### src/rtl/mfp_irq_ctrl.sv
// MFP-style interrupt controller: NUM_SRC sources, per-source enable,
// pending, in-service, mask, polarity and edge/level trigger.
// Ports: clk, reset_n, clk_en bus qualifier; sel/ds/rw/addr/din/dout/dtack
// byte register bus; iack vector cycle; src raw inputs; irq to the CPU.
module mfp_irq_ctrl #(
  parameter int         NUM_SRC  = 16,
  parameter logic [7:0] SPUR_VEC = 8'h18,
  parameter bit         SYNC_IN  = 1'b1,
  localparam int NBANK  = NUM_SRC / 8,
  localparam int BANK_W = (NBANK > 1) ? $clog2(NBANK) : 1,
  localparam int IDX_W  = $clog2(NUM_SRC),
  localparam int ADDR_W = 3 + BANK_W
) (
  input  logic               clk,
  input  logic               reset_n,
  input  logic               clk_en,
  input  logic               sel,
  input  logic               ds,
  input  logic               rw,
  input  logic [ADDR_W-1:0]  addr,
  input  logic [7:0]         din,
  output logic [7:0]         dout,
  output logic               dtack,
  input  logic               iack,
  input  logic [NUM_SRC-1:0] src,
  output logic               irq
);

  typedef logic [NUM_SRC-1:0] vec_t;

  localparam logic [2:0] G_IER = 3'd0;
  localparam logic [2:0] G_IPR = 3'd1;
  localparam logic [2:0] G_ISR = 3'd2;
  localparam logic [2:0] G_IMR = 3'd3;
  localparam logic [2:0] G_POL = 3'd4;
  localparam logic [2:0] G_TRG = 3'd5;
  localparam logic [2:0] G_VR  = 3'd6;
  localparam logic [2:0] G_CTL = 3'd7;
  localparam logic [7:0] VMASK = 8'((1 << IDX_W) - 1);

  vec_t ier_q, ipr_q, isr_q, imr_q, pol_q, trg_q;
  vec_t ier_d, ipr_d, isr_d, imr_d, pol_d, trg_d;
  logic [7:0] vr_q, vr_d, vec_q, vec_d;
  logic seoi_q, seoi_d, gie_q, gie_d;
  logic acc_prev_q, bus_prev_q, iack_prev_q;
  logic dtack_q, irq_q;
  vec_t sync_v, act, act_prev_q, set_v, pend, lane, dwide;
  logic [IDX_W-1:0] hp, his;
  logic his_v, acc, bus, wr_stb, iack_rise, bank0;
  logic [2:0] grp;
  logic [BANK_W-1:0] bank;
  vec_t rsel;
  logic [7:0] rbyte;

  generate
    if (SYNC_IN) begin : g_sync
      vec_t s1_q, s2_q;
      always_ff @(posedge clk or negedge reset_n) begin
        if (!reset_n) begin
          s1_q <= '0;
          s2_q <= '0;
        end else begin
          s1_q <= src;
          s2_q <= s1_q;
        end
      end
      assign sync_v = s2_q;
    end else begin : g_nosync
      assign sync_v = src;
    end
  endgenerate

  // act is 1 when the source is at its active level
  assign act   = sync_v ^ ~pol_q;
  assign set_v = (trg_q & act) | (~trg_q & act & ~act_prev_q);
  assign pend  = ipr_q & imr_q;

  assign acc       = sel & ~ds;
  assign bus       = acc | iack;
  assign wr_stb    = clk_en & acc & ~rw & ~acc_prev_q;
  assign iack_rise = clk_en & iack & ~iack_prev_q;
  assign grp       = addr[ADDR_W-1:BANK_W];
  assign bank      = addr[BANK_W-1:0];
  assign bank0     = (bank == '0);
  assign dwide     = {NBANK{din}};

  always_comb begin
    lane = '0;
    for (int b = 0; b < NBANK; b++)
      if (bank == BANK_W'(b)) lane[b*8 +: 8] = 8'hFF;
  end

  always_comb begin
    hp    = '0;
    his   = '0;
    his_v = 1'b0;
    for (int i = 0; i < NUM_SRC; i++) begin
      if (pend[i]) hp = IDX_W'(i);
      if (isr_q[i]) begin
        his   = IDX_W'(i);
        his_v = 1'b1;
      end
    end
  end

  always_comb begin
    ier_d  = ier_q;
    ipr_d  = ipr_q;
    isr_d  = isr_q;
    imr_d  = imr_q;
    pol_d  = pol_q;
    trg_d  = trg_q;
    vr_d   = vr_q;
    vec_d  = vec_q;
    seoi_d = seoi_q;
    gie_d  = gie_q;
    if (wr_stb) begin
      unique case (grp)
        G_IER: ier_d = (ier_q & ~lane) | (dwide & lane);
        G_IPR: ipr_d = ipr_q & ~(lane & ~dwide);
        G_ISR: isr_d = isr_q & ~(lane & ~dwide);
        G_IMR: imr_d = (imr_q & ~lane) | (dwide & lane);
        G_POL: pol_d = (pol_q & ~lane) | (dwide & lane);
        G_TRG: trg_d = (trg_q & ~lane) | (dwide & lane);
        G_VR:  if (bank0) vr_d = din;
        G_CTL: if (bank0) begin
          seoi_d = din[0];
          gie_d  = din[1];
        end
      endcase
    end
    ipr_d = ipr_d & ier_d;
    if (iack_rise) begin
      if (|pend) begin
        vec_d     = (vr_q & ~VMASK) | 8'(hp);
        ipr_d[hp] = 1'b0;
        if (seoi_q) isr_d[hp] = 1'b1;
      end else begin
        vec_d = SPUR_VEC;
      end
    end
    // a new event in the same cycle as a clear wins
    ipr_d = ipr_d | (set_v & ier_d);
  end

  always_comb begin
    rsel = '0;
    unique case (grp)
      G_IER: rsel = ier_q;
      G_IPR: rsel = ipr_q;
      G_ISR: rsel = isr_q;
      G_IMR: rsel = imr_q;
      G_POL: rsel = pol_q;
      G_TRG: rsel = trg_q;
      G_VR:  rsel = '0;
      G_CTL: rsel = '0;
    endcase
    rbyte = '0;
    for (int b = 0; b < NBANK; b++)
      if (bank == BANK_W'(b)) rbyte = rsel[b*8 +: 8];
    if (grp == G_VR)  rbyte = bank0 ? vr_q : 8'h00;
    if (grp == G_CTL) rbyte = bank0 ? {6'b0, gie_q, seoi_q} : 8'h00;
  end

  always_comb begin
    dout = 8'h00;
    if (acc & rw) dout = rbyte;
    else if (iack) dout = vec_q;
  end

  always_ff @(posedge clk or negedge reset_n) begin
    if (!reset_n) begin
      ier_q       <= '0;
      ipr_q       <= '0;
      isr_q       <= '0;
      imr_q       <= '0;
      pol_q       <= '0;
      trg_q       <= '0;
      vr_q        <= '0;
      vec_q       <= SPUR_VEC;
      seoi_q      <= 1'b0;
      gie_q       <= 1'b0;
      act_prev_q  <= '0;
      acc_prev_q  <= 1'b0;
      bus_prev_q  <= 1'b0;
      iack_prev_q <= 1'b0;
      dtack_q     <= 1'b0;
      irq_q       <= 1'b0;
    end else begin
      ier_q      <= ier_d;
      ipr_q      <= ipr_d;
      isr_q      <= isr_d;
      imr_q      <= imr_d;
      pol_q      <= pol_d;
      trg_q      <= trg_d;
      vr_q       <= vr_d;
      vec_q      <= vec_d;
      seoi_q     <= seoi_d;
      gie_q      <= gie_d;
      act_prev_q <= act;
      irq_q      <= gie_q & (|pend) & (~his_v | (hp > his));
      if (clk_en) begin
        acc_prev_q  <= acc;
        iack_prev_q <= iack;
        bus_prev_q  <= bus;
        if (bus & bus_prev_q) dtack_q <= 1'b1;
        else if (!bus) dtack_q <= 1'b0;
      end
    end
  end

  assign dtack = dtack_q;
  assign irq   = irq_q;

endmodule

### config.mk
export PLATFORM = sky130hd
export DESIGN_NAME = mfp_irq_ctrl
export DESIGN_NICKNAME = d
export VERILOG_FILES = /design/src/rtl/mfp_irq_ctrl.sv
export SDC_FILE = /design/constraint.sdc
export NUM_CORES = 1
export LEC_CHECK = 0
export BUFFER_PORTS_ARGS = -buffer_cell sky130_fd_sc_hd__buf_2
export CORE_ASPECT_RATIO = 1.1
export CORE_MARGIN = 2
export CORE_UTILIZATION = 55
export CTS_CLUSTER_SIZE = 40
export DETAILED_ROUTE_END_ITERATION = 8
export PLACE_DENSITY = 0.75
export SYNTH_ARGS = -nofsm -noshare
export SYNTH_HDL_FRONTEND = slang
export SYNTH_SLANG_ARGS = --single-unit
export TNS_END_PERCENT = 50
### constraint.sdc
create_clock -name clk -period 2.36 [get_ports clk]
set_input_delay 0.236 -clock clk [delete_from_list [all_inputs] [get_ports clk]]
set_output_delay 0.236 -clock clk [all_outputs]
set_load 0.05 [all_outputs]
==> results.ini, run 1 <==
[detailed_routing]
wl_um=24400
viasPerCell=6.39
drtIter0Drc=699
drtPass1Iterations=6
drcViolationCount=0
ant_nets=0
wl_per_cell_um=23.6
vias=6588

[finish]
nNetsFinal=868
drive_above_1_share_pct=29.9
area_growth_pct=22.0
final_core_util_pct=68.9
final_cell_area_sq_um=9580

[worst_setup_path]
r2r_end=irq
path_common_cell=a21oi_1
crit_end=irq
cp_num_buf_inv=0
startpoint=ipr_q[12]
path_class=reg -> reg
cp-start-kind=flip-flop
path_cells=a22oi_2 -> a21bo_2 -> a31oi_4 -> or2b_1 -> ha_4 -> nor2b_1 -> o21ai_1 -> nand2b_1 -> a21oi_1 -> a41o_1 -> a21oi_1
worstPathMaxFanout=3
critical_path_required_ns=2.67
reg2reg_depth=11
crit_family=compound AO/OA/AOI/OAI gates
max_stage_delay_ns=0.41
arrival_ns=2.65
worstReg2RegStart=ipr_q[12]
cp-end-kind=flip-flop
rrSetupSlack_ns=0.02
slowest_stage=dfrtp_1
crit_cells=11

[die]
start_util_pct=56.5
die_w_um=118
fp.coreArea_sq_um=13900
die_area_sq_um=15300
rows=45
io_pins=45
die_h_um=129

[power_and_ir_drop]
pwr-share-seq_pct=46.7
pwr-share-comb_pct=10.9
peakVddDrop_uv=708
total_power_mw=6.79
p_sw_share_pct=25.5
power_leakage_nw=4.44
power_per_cell_area_nw_per_um2=709
pwr-share-clk_pct=42.4
p_int_mw=5.06
switchingPower_mw=1.74

[yosys]
synth.area.top_cells=dfrtp_1 53%, mux2_2 11%, o21ai_0 5.1%
syn_area_per_cell_sq_um=11.1
yosys.area.top_type_share_pct=52.6
synth_most_common_cell=dfrtp_1
ys_types=69
ys_async_sr_fraction_pct=100
ys_seq_area_share_pct=53.2
yosysTopAreaCell=dfrtp_1
syn-num-nets=749
ys_warn_count=0
yosys-top-cells-count=165 x dfrtp_1, 80 x o21ai_0, 76 x mux2_2
netlist_area_sq_um=7850
ys.flop_type=dfrtp_1
ys_seq_elements=167
syn_inst=710
synth_edf_count=0

[cts]
max-clock-path-buffers=2
htreeDepth=4
cts_tree=yes
cts.clk_slew.worst_paths_ns=0.07
cts.sinks=167
root_buffer=clkbuf_16
cts_buffers=17
clk-insertion-delay-late_ns=0.43

[sta]
setup_viol=0
min_period_ns=2.34
worst_slew_pin_slew_ns=0.547
fmax_ghz=0.428
maxSlewViolCount=0
skew_ns=0.00698
maxSlewHeadroom_pct=63.6
setup_ws_ns=0.0241
layout_worst_path_cycle_share_pct=99.0
setup-tns-final_ns=0
rsz0062_at_grt=yes
hold_viol_final=0

[global_route]
grt_pass1_wl_um=37900
grt-ovfl-total=0
antenna_found_initial=0
grt_usage_pct=33.1
grt_pass1_vias=6570
grt_max_degree=57

[placed_design]
dpl-instance-area_sq_um=8710
post-dp-hpwl_um=17400
io_buffers=44
dp_slack_ns=0.00625
place_congestion=1.02

[hold_path]
hold_path_class=in -> reg

[run]
drv_cap=0

[outcome]
status=finished clean

worst min-delay path: cells and delay by family:
family | cells | cell delay (ns)
AND/OR/NAND/NOR | 1 | 0.06
buffers and inverters | 1 | 0.11
AO/OA/AOI/OAI | 1 | 0.06
cell type report:
class,count,area (sq um)
fill,1073,4320
sequential,167,4180
multi-input combinational,483,3490
timing repair buffer,133,967
clock buffer,19,443
tap,188,235
clock inverter,13,168
inverter,27,101
antenna,1,2.50
per-layer routing:
| layer | wire (um) | part of all wire [%] | track usage, % |
|---|---|---|---|
| met5 | 0 | 0 | 0 |
| met4 | 730 | 3.0 | 14.1 |
| met2 | 11500 | 47 | 52.5 |
| met1 | 10300 | 42 | 44.2 |
| met3 | 1910 | 7.9 | 8.19 |
through the flow:
step           std cells  hold slack [ns]
3_5_place_dp         976            0.238
3_3_place_gp         976            0.230
6_report            1031           0.0844
5_1_grt             1030            0.134
4_1_cts             1026           0.0759
2_1_floorplan        710          -0.0596
cells in the final DEF (no fill, tap or decap), types with 5 or more instances in the layout:
cell type / n
dlygate4sd3_1: 17
a21boi_0: 12
o221ai_1: 9
a22oi_2: 6
nor2_1: 23
o31ai_1: 7
o21ai_1: 5
a22oi_1: 13
nand2_1: 57
buf_2: 41
nor2b_1: 10
nor3_1: 8
nand2b_1: 7
nand3_1: 23
xnor2_1: 16
inv_1: 27
mux2_2: 76
a211oi_1: 5
o211ai_1: 6
o21ai_0: 75
buf_4: 72
a22o_1: 12
clkbuf_16: 17
a21oi_1: 24
dfrtp_1: 165
cells by family after synthesis:
family          share of synthesized area [%]
simple gates                             10.3
flops                                    53.2
xor+xnor                                 1.78
mux                                      11.3
buf+inv                                  3.04
fa+ha+maj                               0.637
compound gates                           19.7
power by group through the flow:
stage | combinational [mW] | clock (mW) | sequential (mW)
after global placement | 0.680 | 0 | 3.21
final | 0.742 | 2.88 | 3.17
after detailed placement | 0.696 | 0 | 3.21
after floorplan | 0.389 | 0 | 3.18
after global routing | 0.800 | 3.05 | 3.19
after CTS | 0.725 | 2.92 | 3.16
how the worst min path moves through the flow:
stage | from | cells past startpoint | endpoint
floorplan | reset_n | 0 | asynchronous set/reset pin
global placement | reset_n | 1 | vec_q[5]
detailed placement | reset_n | 1 | vr_q[0]
CTS | iack | 3 | iack_prev_q
global route | iack | 3 | iack_prev_q
finish | iack | 3 | iack_prev_q
what timing repair did:
item | 4_1_cts | 5_1_grt
endpoints found under the hold margin | 66 | 0
gates resized for setup | 2 | 13
endpoints found under the setup margin | 2 | 5
pin swaps | 0 | 5
setup buffers | 1 | 4
hold buffers | 17 | 0
Power figures use the tool's default switching activity.
==> inputs of run 2 (changes only) <==
--- a/config.mk
+++ b/config.mk
@@ -5,6 +5,7 @@
 export SDC_FILE = /design/constraint.sdc
 export NUM_CORES = 1
 export LEC_CHECK = 0
+export ABC_AREA = 1
 export BUFFER_PORTS_ARGS = -buffer_cell sky130_fd_sc_hd__buf_2
 export CORE_ASPECT_RATIO = 1.1
 export CORE_MARGIN = 2
==> run 2 against run 1 <==
Against the previous run:
- worst setup slack got worse by 0.0037 ns
- largest cell class unchanged
- critical path type is now in -> out
- critical path depth increased by 2
- routed wire length decreased by 5.6%
==> results.ini, run 2 <==
[detailed_routing]
drtIter0Drc=713
drtPass1Iterations=6
wl_um=23000
drcViolationCount=0
vias=6822
wl_per_cell_um=19.7
viasPerCell=5.85
ant_nets=0

[hold_path]
hold_path_class=in -> reg
whs_path_depth=3
holdPathEnd=iack_prev_q
hp-start=iack

[global_route]
grt_max_degree=66
grt_pass1_vias=6366
grt_pass1_wl_um=35700
grt-ovfl-total=0
grt_usage_pct=32.2
antenna_found_initial=0

[finish]
drive_above_1_share_pct=16.0
final_cell_area_sq_um=9170
area_growth_pct=18.1
layoutNonFillerInstCount=1167
final_cell_mix=212 x nand2_1, 165 x dfrtp_1, 115 x o21ai_0
mostFrequentLayoutCell=nand2_1
num-fill-cells=1134
antenna_cells=0
nNetsFinal=1005

[sta]
layout_worst_path_cycle_share_pct=99.1
hold_viol_final=0
setup_viol=0
worst_slew_pin_slew_ns=0.605
fmax_ghz=0.427
skew_ns=0.00979
rsz0062_at_grt=yes
maxSlewViolCount=0
min_period_ns=2.34
setup_ws_ns=0.0204
maxSlewHeadroom_pct=59.6

[placed_design]
dp_cells=1118
dpl-instance-area_sq_um=8380
post-dp-hpwl_um=16700
io_buffers=44
place_congestion=1.01
dp_slack_ns=0.0723

[worst_setup_path]
path_class=in -> out
arrival_ns=2.10
reg2reg_depth=14
worstPathMaxFanout=15
rrSetupSlack_ns=0.09
r2r_end=irq
worstReg2RegStart=isr_q[5]
cp-start-kind=input port
cp-end-kind=primary output
critical_path_required_ns=2.12

[power_and_ir_drop]
pwr-share-clk_pct=40.8
power_leakage_nw=4.43
p_sw_share_pct=27.6
pwr-share-seq_pct=46.9
pwr-share-comb_pct=12.3
switchingPower_mw=1.89
peakVddDrop_uv=701
power_per_cell_area_nw_per_um2=747
p_int_mw=4.96

[cts]
cts_tree=yes
cts.clk_slew.worst_paths_ns=0.06
root_buffer=clkbuf_16
max-clock-path-buffers=2
clk-insertion-delay-late_ns=0.43
cts_buffers=17
cts.sinks=167
htreeDepth=4

[die]
die_w_um=117
io_pins=45
rows=45
start_util_pct=56.3
die_area_sq_um=15100
fp.coreArea_sq_um=13800
die_h_um=129

[yosys]
ys_types=50
syn-num-nets=917
synth_most_common_cell=nand2_1
ys_async_sr_fraction_pct=100
syn_area_per_cell_sq_um=8.84
syn_inst=878
yosysTopAreaCell=dfrtp_1
synth.area.top_cells=dfrtp_1 53%, nand2_1 10%, o21ai_0 7.4%
yosys.area.top_type_share_pct=53.2
synth_edf_count=0
yosys-top-cells-count=212 x nand2_1, 165 x dfrtp_1, 115 x o21ai_0
ys.flop_type=dfrtp_1
ys_seq_elements=167
netlist_area_sq_um=7760
ys_seq_area_share_pct=53.9
ys_warn_count=0

[run]
drv_cap=0

[outcome]
status=finished clean

==> run 2: cell types whose count changed after synthesis, moves of 10 or more <==
cell and change:
xor2_1 +10, a21boi_0 -11, inv_1 +66, a22o_1 -12
xnor2_1 -10, nor2b_1 -10, nand2_1 +154, o21ai_1 +19
o21ai_0 +35, mux2_2 -76
==> run 2: critical path, cell delays in order <==
cell and delay (ns):
buf_2 0.16, inv_2 0.08, nor2_2 0.04, nand2_1 0.11, inv_2 0.15, buf_4 0.18
a22oi_1 0.15, nand4_1 0.11, o311ai_1 0.46, nand2_1 0.10, nand2_1 0.08, nand2_1 0.04
buf_2 0.20
==> run 2: area by class of cell <==
cell class	count	area [sq um]	area share [%]
clock buffer	20	447	4.87
clock inverter	12	143	1.56
inverter	102	387	4.22
multi-input combinational	580	3060	33.4
sequential	167	4180	45.6
tap	188	235	2.56
timing repair buffer	98	714	7.79
==> run 2: timing repair <==
item,in CTS,in global routing
hold buffers,17,0
hold endpoints to repair,50,0
buffers inserted,0,0
setup endpoints to repair,0,18
resized for setup,0,7
==> run 2: power by group through the flow <==
stage | Combinational (mW) | Clock (mW) | Sequential, mW
floorplan | 0.477 | 0 | 3.21
global placement | 0.790 | 0 | 3.25
detailed placement | 0.804 | 0 | 3.26
CTS | 0.832 | 2.81 | 3.21
global route | 0.927 | 2.93 | 3.23
finish | 0.843 | 2.79 | 3.21
==> run 2: per-layer routing <==
layer	GRT usage (%)	vias to the layer above	wire, um
li1	-	3128	-
met1	47.1	3259	9960
met2	47.4	365	10200
met3	6.22	70	1910
met4	13.1	0	926
met5	0	-	0
==> run 2: how the worst max path moves through the flow <==
stage / start / slack [ns] / end
finish: addr[2] / 0.02 / dout[1]
global route: addr[2] / -0.06 / dout[4]
CTS: isr_q[5] / 0.05 / irq
detailed placement: addr[1] / 0.07 / dout[4]
global placement: isr_q[5] / 0.07 / irq
floorplan: addr[3] / 0.04 / dout[2]
==> run 2: kinds of logic after synthesis <==
| family | count (synthesis) | synth area share [%] |
|---|---|---|
| flops | 167 | 53.9 |
| fa+ha+maj | 4 | 0.645 |
| simple gates | 318 | 17.9 |
| compound gates | 242 | 18.9 |
| buf+inv | 131 | 6.96 |
| xor+xnor | 16 | 1.80 |
==> run 2: per-stage QoR <==
step | util, % | hold WS [ns] | setup TNS [ns] | power [mW]
detailed placement | 60.8 | 0.157 | 0 | 4.06
global route | 66.5 | 0.0945 | -0.224 | 7.09
CTS | 66.3 | 0.0825 | 0 | 6.85
global placement | 60.8 | 0.164 | 0 | 4.04
finish | 66.5 | 0.0901 | 0 | 6.85
floorplan | - | -0.0596 | 0 | 3.69
==> inputs of run 3 (changes only) <==
--- a/config.mk
+++ b/config.mk
@@ -6,13 +6,14 @@
 export NUM_CORES = 1
 export LEC_CHECK = 0
 export ABC_AREA = 1
-export BUFFER_PORTS_ARGS = -buffer_cell sky130_fd_sc_hd__buf_2
 export CORE_ASPECT_RATIO = 1.1
 export CORE_MARGIN = 2
-export CORE_UTILIZATION = 55
+export CORE_UTILIZATION = 57
+export CTS_BUF_LIST = sky130_fd_sc_hd__clkbuf_16
 export CTS_CLUSTER_SIZE = 40
 export DETAILED_ROUTE_END_ITERATION = 8
-export PLACE_DENSITY = 0.75
+export DONT_BUFFER_PORTS = 1
+export PLACE_DENSITY = 0.74
 export SYNTH_ARGS = -nofsm -noshare
 export SYNTH_HDL_FRONTEND = slang
 export SYNTH_SLANG_ARGS = --single-unit
==> run 3 against run 2 <==
Against the previous run:
- the run now ends with negative hold slack left
- clock skew decreased by 0.0027 ns
- power decreased by 1.9%
- clock power decreased by 3%
- sequential share of layout area increased by 0.63 points
- global-route usage increased by 2.7 points
- routed wire length increased by 5.0%
- critical path depth decreased by 6
- first-iteration DRC count increased by 5.5%
==> results.ini, run 3 (synthesized netlist as in run 2, its figures left out) <==
[outcome]
status=finished, violations left
violations=negative hold slack

[power_and_ir_drop]
p_sw_share_pct=27.1
power_per_cell_area_nw_per_um2=743
peakVddDrop_uv=608
pwr-share-comb_pct=12.0
power_leakage_nw=4.28
total_power_mw=6.72
p_int_mw=4.90
pwr-share-seq_pct=47.8
pwr-share-clk_pct=40.2
switchingPower_mw=1.82

[finish]
nNetsFinal=965
final_cell_mix=212 x nand2_1, 165 x dfrtp_1, 111 x o21ai_0
antenna_cells=0
mostFrequentLayoutCell=nand2_1
regArea_sq_um=4180
multiInputGateArea_sq_um=3080
drive_above_1_share_pct=11.6
num-fill-cells=1099
area_growth_pct=16.5
final_cell_area_sq_um=9050

[global_route]
grt_max_degree=168
grt-ovfl-total=0
grt_usage_pct=34.8
grt_pass1_vias=6751
antenna_found_initial=0
grt_pass1_wl_um=37600

[worst_setup_path]
cp-start-kind=flip-flop
path_common_cell=nand2_1
worstPathMaxFanout=3
path_cells=a22oi_1 -> a31oi_1 -> o21ai_0 -> nand2_1 -> nand2_1 -> o21ai_2 -> buf_12
worstReg2RegStart=ipr_q[15]
path_class=reg -> out
arrival_ns=2.02
max_stage_delay_ns=0.42
slowest_stage=dfrtp_1
critical_path_required_ns=2.12
cp-end-kind=primary output

[cts]
cts.sinks=167
cts_tree=yes
cts.clk_slew.worst_paths_ns=0.06
clk-insertion-delay-late_ns=0.43
max-clock-path-buffers=2
hold_buffers=22
cts_buffers=17
root_buffer=clkbuf_16
htreeDepth=4

[detailed_routing]
wl_met1_um=9900
wl_met3_um=2280
ant_nets=0
vias=6872
drtPass1Iterations=9
top_layer_used=met4
drtIter0Drc=752
wl_met2_um=10800
wl_um=24100
viasPerCell=6.12
drcViolationCount=0
wl_per_cell_um=21.5

[sta]
skew_ns=0.00709
setup-tns-final_ns=0
layout_worst_path_cycle_share_pct=95.6
setup_viol=0
worst_slew_pin_slew_ns=0.709
rsz0062_at_grt=yes
setup_ws_ns=0.104
min_period_ns=2.26
hold_viol_final=167
maxSlewViolCount=0
fmax_ghz=0.443
maxSlewHeadroom_pct=52.6
hold_slack_ns=-0.505

[die]
die_area_sq_um=14600
io_pins=45
die_h_um=126
fp.coreArea_sq_um=13300
die_w_um=115
rows=44
start_util_pct=58.5

[placed_design]
dp_slack_ns=0.0848
place_congestion=0.986
io_buffers=0
dpl-instance-area_sq_um=8190
post-dp-hpwl_um=16600

[run]
drv_cap=0

[hold_path]
hold_path_class=in -> async

run 3: cell count changes in the layout (fill, tap and decap cells not counted), moves of 4 or more:
cell / change
buf_4: -7
o21ai_0: -4
dlygate4sd3_1: +5
buf_12: +6
buf_2: -42
run 3: through the flow:
| stage | cells | util [%] |
|---|---|---|
| 6_report | 1123 | 68.2 |
| 5_1_grt | 1123 | 68.2 |
| 4_1_cts | 1119 | 67.6 |
| 3_5_place_dp | 1065 | 61.7 |
| 3_3_place_gp | 1065 | 61.7 |
| 2_1_floorplan | 878 | - |
run 3: power by group through the flow:
stage,Combinational [mW],Clock (mW),Sequential [mW]
2_1_floorplan,0.477,0,3.21
3_3_place_gp,0.703,0,3.25
3_5_place_dp,0.718,0,3.26
4_1_cts,0.755,2.72,3.21
5_1_grt,0.874,2.85,3.23
6_report,0.808,2.70,3.21
run 3: path summary, 6_finish.rpt:
path | cells after the start | endpoint | slack (ns)
max | 7 | dout[6] | 0.10
min | 0 | g_sync.s2_q[5] | -0.50
max reg2reg | 13 | isr_q[6] | 0.13
min reg2reg | 0 | g_sync.s2_q[5] | 0.35
max in group asynchronous | 0 | isr_q[9] | 2.52
min in group clk | 2 | isr_q[12] | 0.01
run 3: final cells by class:
type,instances,share of cell area (%)
Clock buffer,17,4.70
Clock inverter,15,1.54
Inverter,102,4.23
Timing Repair Buffer,58,6.67
Multi-Input combinational cell,580,34.1
Tap cell,184,2.54
Sequential cell,167,46.2
run 3: timing repair:
action | CTS | global route
setup buffers | 0 | 4
endpoints found under the setup margin | 0 | 10
hold endpoints to repair | 191 | 167
gates resized for setup | 0 | 11
run 3: layer usage:
metal  global-route usage (%)  up-vias
li1                         -     3043
met1                     48.1     3325
met2                     52.0      404
met3                     8.79      100
met4                     16.1        0
met5                        0        -
run 3: worst max-delay path: cells and delay by family (launching register included):
| family | cells | cell delay (ns) |
|---|---|---|
| AO/OA/AOI/OAI | 4 | 0.81 |
| buffers and inverters | 1 | 0.15 |
| flip-flops | 1 | 0.42 |
| AND/OR/NAND/NOR | 2 | 0.19 |
